===== config.mk =====
export PLATFORM = sky130hd
export DESIGN_NAME = counter_163p
export DESIGN_NICKNAME = d
export VERILOG_FILES = /design/src/rtl/counter_163p.sv
export SDC_FILE = /design/constraint.sdc
export NUM_CORES = 1
export LEC_CHECK = 0
export CORE_AREA = 5 5 42 44
export DETAILED_ROUTE_END_ITERATION = 6
export DIE_AREA = 0 0 47 49
export HOLD_SLACK_MARGIN = 0.06
export PLACE_DENSITY = 0.57
export SYNTH_ARGS = -nofsm -noshare
export SYNTH_HDL_FRONTEND = slang
export SYNTH_SLANG_ARGS = --single-unit

===== constraint.sdc =====
create_clock -name clk -period 1.9 [get_ports clk]
set_input_delay 0.38 -clock clk [delete_from_list [all_inputs] [get_ports clk]]
set_output_delay 0.38 -clock clk [all_outputs]
set_load 0.02 [all_outputs]

===== src/rtl/counter_163p.sv =====
// 74xx163 4-bit synchronous counter model running on the emulator clock; CP is a sampled pin.
// Optional X propagation on pins and state is enabled by defining COUNTER_163P_XPROP_EN.
module counter_163p #(
    parameter logic [3:0] RESET_VALUE = 4'h0
) (
    input  logic clk,
    input  logic reset,
    input  logic cp,
    input  logic clr_n,
    input  logic load_n,
    input  logic enp,
    input  logic ent,
    input  logic a,
    input  logic b,
    input  logic c,
    input  logic d,
    output logic qa,
    output logic qb,
    output logic qc,
    output logic qd,
    output logic rco
);

    logic [3:0] q_q, q_d;
    logic       cp_prev_q, cp_prev_d;
    logic       cp_edge;

`ifdef COUNTER_163P_XPROP_EN
    // cp=X never forms an edge, and an X held in cp_prev_q blocks the next one too.
    assign cp_prev_d = cp;
    assign cp_edge   = (cp_prev_q === 1'b0) && (cp === 1'b1);

    always_comb begin
        q_d = q_q;
        if (cp_edge) begin
            if ($isunknown(clr_n)) begin
                q_d = 4'bxxxx;
            end else if (!clr_n) begin
                q_d = 4'h0;
            end else if ($isunknown(load_n)) begin
                q_d = 4'bxxxx;
            end else if (!load_n) begin
                q_d = {d, c, b, a};
            end else if ($isunknown(enp) || $isunknown(ent)) begin
                q_d = 4'bxxxx;
            end else if (enp && ent) begin
                q_d = q_q + 4'd1;
            end
        end
    end

    assign rco = ent & (q_q == 4'hF);
`else
    // Unknown pins collapse to their inactive level so state and outputs stay 0/1.
    logic cp_s, clr_act, load_act, enp_s, ent_s;
    logic [3:0] data_s;

    assign cp_s     = (cp === 1'b1);
    assign clr_act  = (clr_n === 1'b0);
    assign load_act = (load_n === 1'b0);
    assign enp_s    = (enp === 1'b1);
    assign ent_s    = (ent === 1'b1);
    assign data_s   = {d === 1'b1, c === 1'b1, b === 1'b1, a === 1'b1};

    assign cp_prev_d = cp_s;
    assign cp_edge   = !cp_prev_q && cp_s;

    always_comb begin
        q_d = q_q;
        if (cp_edge) begin
            if (clr_act) begin
                q_d = 4'h0;
            end else if (load_act) begin
                q_d = data_s;
            end else if (enp_s && ent_s) begin
                q_d = q_q + 4'd1;
            end
        end
    end

    assign rco = ent_s & (q_q == 4'hF);
`endif

    // cp_prev_q resets high so cp held high across reset release is not an edge.
    always_ff @(posedge clk) begin
        if (reset) begin
            q_q       <= RESET_VALUE;
            cp_prev_q <= 1'b1;
        end else begin
            q_q       <= q_d;
            cp_prev_q <= cp_prev_d;
        end
    end

    assign {qd, qc, qb, qa} = q_q;

endmodule


# Word-level counts from Yosys, hierarchy flattened
# Cells that the tools add are included.
[totals]
inputBits = 11
register_bits = 5
wordCells = 22
[classes]
add_sub_neg = 1
muxes = 3
n_reduce_logical = 5
bitwise_logic = 1
eq_ne = 10
[op_table]
columns = ["op", "n"]
rows = [
  ["$mux 4", 3],
  ["$eqx 1x1->1 const B", 9],
  ["$add 4x1->4 const B", 1],
  ["$eq 4x4->1 const B", 1],
  ["$reduce_bool 3->1", 1],
  ["$logic_and 1x1->1", 2],
  ["$reduce_and 2->1", 1],
  ["$and 1x1->1", 1],
  ["$logic_not 1->1", 1],
]

# Depth between registers and ports, before layout
[logic_depth]
ltp_word = 5
depth_mapped = 5
ltp_nobuf = 5

# Worst setup path before layout
# OpenSTA, ideal clock, no wires.
[synth_path]
path_type = "in2reg"
from = "input port load_n"
to = "register q_q[0]"
stages = 4
required_time_ps = 1830
slack_ps = 525
arrival_time_ps = 1305
n_path_buf = 1
path_cell_list = "buf_2 -> a311o_1 -> or3_1 -> a21oi_1"
[synth_between]
elab_chain_len = 3
[synth_rtl]
columns = ["element", "line", "text"]
rows = [
  ["start, declared", "10", "input logic load_n,"],
  ["$eqx 1x1->1 (*)", "60", "assign load_act = (load_n === 1'b0);"],
  ["$reduce_bool 3->1 (no source line) or $mux 4 (tied branches)", "--", ""],
  ["$reduce_and 2->1 (no source line) or $mux 4 (tied branches)", "--", ""],
  ["end signal, assigned", "90", "q_q <= q_d;"],
  ["end, declared", "24", "logic [3:0] q_q, q_d;"],
]
# Mark *: on every way between the ends. The rest lies on a longest branch, timed or not.
# A chain may end at the register's enable or synchronous reset.

# Worst setup path after layout
[layout_path]
from = "input port ent"
to = "output port rco"
[layout_between]
elab_chain_len = 2
[layout_rtl]
columns = ["element", "line", "text"]
rows = [
  ["start, declared", "12", "input logic ent,"],
  ["$eqx 1x1->1", "62", "assign ent_s = (ent === 1'b1);"],
  ["$and 1x1->1", "81", "assign rco = ent_s & (q_q == 4'hF);"],
  ["end, declared", "21", "output logic rco"],
]
# No other way between the ends.

==> results.json <==
{
  "layout_commonest_cell": "clkdlybuf4s50_1",
  "ctsHoldBuffers": 0,
  "multi_input_area_um2": 173,
  "syn_nets": 46,
  "diodes": 0,
  "synth.top_cell.area_share_pct": 35.6,
  "path_clk_slew_ns": 0.04,
  "drtAntennaViolNets": 0,
  "synth.avg_cell_area_um2": 8.28,
  "cts.path.max_buffers": 2,
  "clkLatencyLatePin_ns": 0.24,
  "gp_congestion": 0.733,
  "root_buffer": "clkbuf_4",
  "drc": 0,
  "yosys_register_bits": 5,
  "vias": 329,
  "cp.required_ns": 1.52,
  "yosysWarnings": 0,
  "synth_top_area_cell": "dfxtp_1",
  "outcome": "finished, final reports clean",
  "fin_crit_sh_pct": 92.7,
  "grt_pass1_vias": 339,
  "fmaxAchievable_mhz": 568,
  "layout.cells.most_common_list": "clkdlybuf4s50_1, nand2_1, dfxtp_1, buf_4, a21oi_1",
  "drt_iter0_drc": 8,
  "p_sw_mw": 0.0645,
  "hold_path.class": "reg -> reg",
  "antenna_found_initial": 0,
  "grt_max_degree": 9,
  "p_comb_share_pct": 17.9,
  "start_util_pct": 20.1,
  "io_pins": 16,
  "sequentialPowerShare_pct": 38.7,
  "vdd_drop_max_mv": 0.180,
  "num_rows": 14,
  "placed_area_um2": 484,
  "critPathArrivalTime_ns": 1.38,
  "cp-end-kind": "primary output",
  "worstMarginPinSlew_ns": 0.307,
  "hold_viol": 0,
  "cts.sinks": 5,
  "core_um2": 1400,
  "clockPowerShare_pct": 43.4,
  "syn_area_um2": 282,
  "p_leak_nw": 0.198,
  "fin_hold_ws_ns": 0.510,
  "min_period_ns": 1.76,
  "maxCapViolCount": 0,
  "synth_area_leaders": "dfxtp_1, nand2_1, a21oi_1",
  "dpl.hpwl_um": 693,
  "die_w_um": 47,
  "internal-power_mw": 0.219,
  "dr.pass1.iters": 4,
  "place.port_buffers": 15,
  "maxSlewHeadroom_pct": 79.4,
  "area_growth_pct": 80.9,
  "slew_violations": 0,
  "drt-total-wl_um": 838,
  "regArea_um2": 100,
  "grt_overflow": 0,
  "power_density_nw_per_um2": 556,
  "path_class": "in -> out",
  "cts_inserted_buffers": 3,
  "grt_pass1_wl_mm": 1.32,
  "ys_seq_area_share_pct": 35.6,
  "track_usage_pct": 8.05,
  "layout.nets": 70,
  "die-area_um2": 2300,
  "rsz0062_at_grt": "no",
  "cts_tree": "done",
  "syn_inst": 34,
  "worst-path-max-fanout": 2,
  "final_area_um2": 509,
  "htreeDepth": 1,
  "routed_via_density": 4.51,
  "fp.dieH_um": 49,
  "synth_cell_type_count": 19,
  "layout-drive-gt1-share_pct": 21.1,
  "swShare_pct": 22.8,
  "setup_viol": 0,
  "num-fill-cells": 161,
  "worstSetupStartpointType": "input port",
  "finClkSkew_ns": 0.00153,
  "routedWlPerCell_um": 11.5
}
[logic make-up (layout without fill, tap and decap cells)]
group / Yosys count / count (layout) / share of synthesized area, %
AOI/OAI and AO/OA: 11 / 11 / 25.8
DFF: 5 / 5 / 35.6
buffers and inverters: 2 / 25 / 3.11
adders and majority gates: 1 / 1 / 4.44
xor gates and xnor gates: 2 / 2 / 6.22
muxes: 1 / 1 / 4.00
and+or+nand+nor: 12 / 12 / 20.9
[timing repair]
item | CTS | global route
setup endpoints to repair | 1 | 0
gates resized for setup | 1 | 0
buffers inserted | 0 | 0
[Yosys cell counts (all sizes together)]
cell,number
a211o,1
a21oi,4
a311o,1
a311oi,1
and4,1
buf,1
dfxtp,5
ha,1
inv,1
mux2,1
nand2,6
nand3,2
nor2,1
o2111ai,1
o21ai,3
or2,1
or3,1
xnor2,1
xor2,1
[area by class of cell]
class	count	share of cell area, %
inverter	1	0.737
sequential	5	19.7
multi-input combinational	27	33.9
timing repair buffer	20	36.6
clock buffer	4	5.16
tap	16	3.93
[stage by stage]
stage / cells / power (mW) / setup TNS (ns) / setup WS, ns / utilization [%]
2_1_floorplan: 34 / 0.127 / 0 / 0.525 / -
3_3_place_gp: 69 / 0.162 / -0.129 / -0.128 / 34.6
3_5_place_dp: 69 / 0.162 / -0.131 / -0.131 / 34.6
4_1_cts: 73 / 0.288 / 0 / 0.136 / 36.3
5_1_grt: 73 / 0.297 / 0 / 0.0948 / 36.3
6_report: 73 / 0.283 / 0 / 0.139 / 36.3
[power groups by stage]
stage,clock [mW],sequential (mW),combinational [mW]
final,0.123,0.110,0.0507
after global routing,0.132,0.110,0.0549
after global placement,0,0.112,0.0504
after CTS,0.128,0.110,0.0509
after detailed placement,0,0.112,0.0506
after floorplan,0,0.114,0.0136
[final timing paths]
check | depth (start not counted) | to | slack, ns | from
hold reg to reg | 2 | q_q[1]$_SDFFE_PP0P_ | 0.51 | q_q[1]$_SDFFE_PP0P_
setup / recovery | 3 | rco | 0.14 | ent
setup reg to reg | 5 | q_q[3]$_SDFFE_PP0P_ | 0.70 | q_q[2]$_SDFFE_PP0P_
hold / removal | 2 | q_q[1]$_SDFFE_PP0P_ | 0.51 | q_q[1]$_SDFFE_PP0P_
[critical path, cell delays in order]
cell             delay, ns
clkdlybuf4s50_1       0.47
and4_2                0.20
dlygate4sd2_1         0.32
[layer usage]
metal	track usage, %	vias to the layer above	wire length, um
li1	-	172	-
met1	8.85	151	354
met2	12.7	6	447
met3	3.32	0	36
met4	4.15	0	0
met5	0	-	0
[registers in the layout (all words and copies together) (netlist names)]
register,flops
cp_prev_q,1
q_q,4
(Power assumes the default switching activity.)
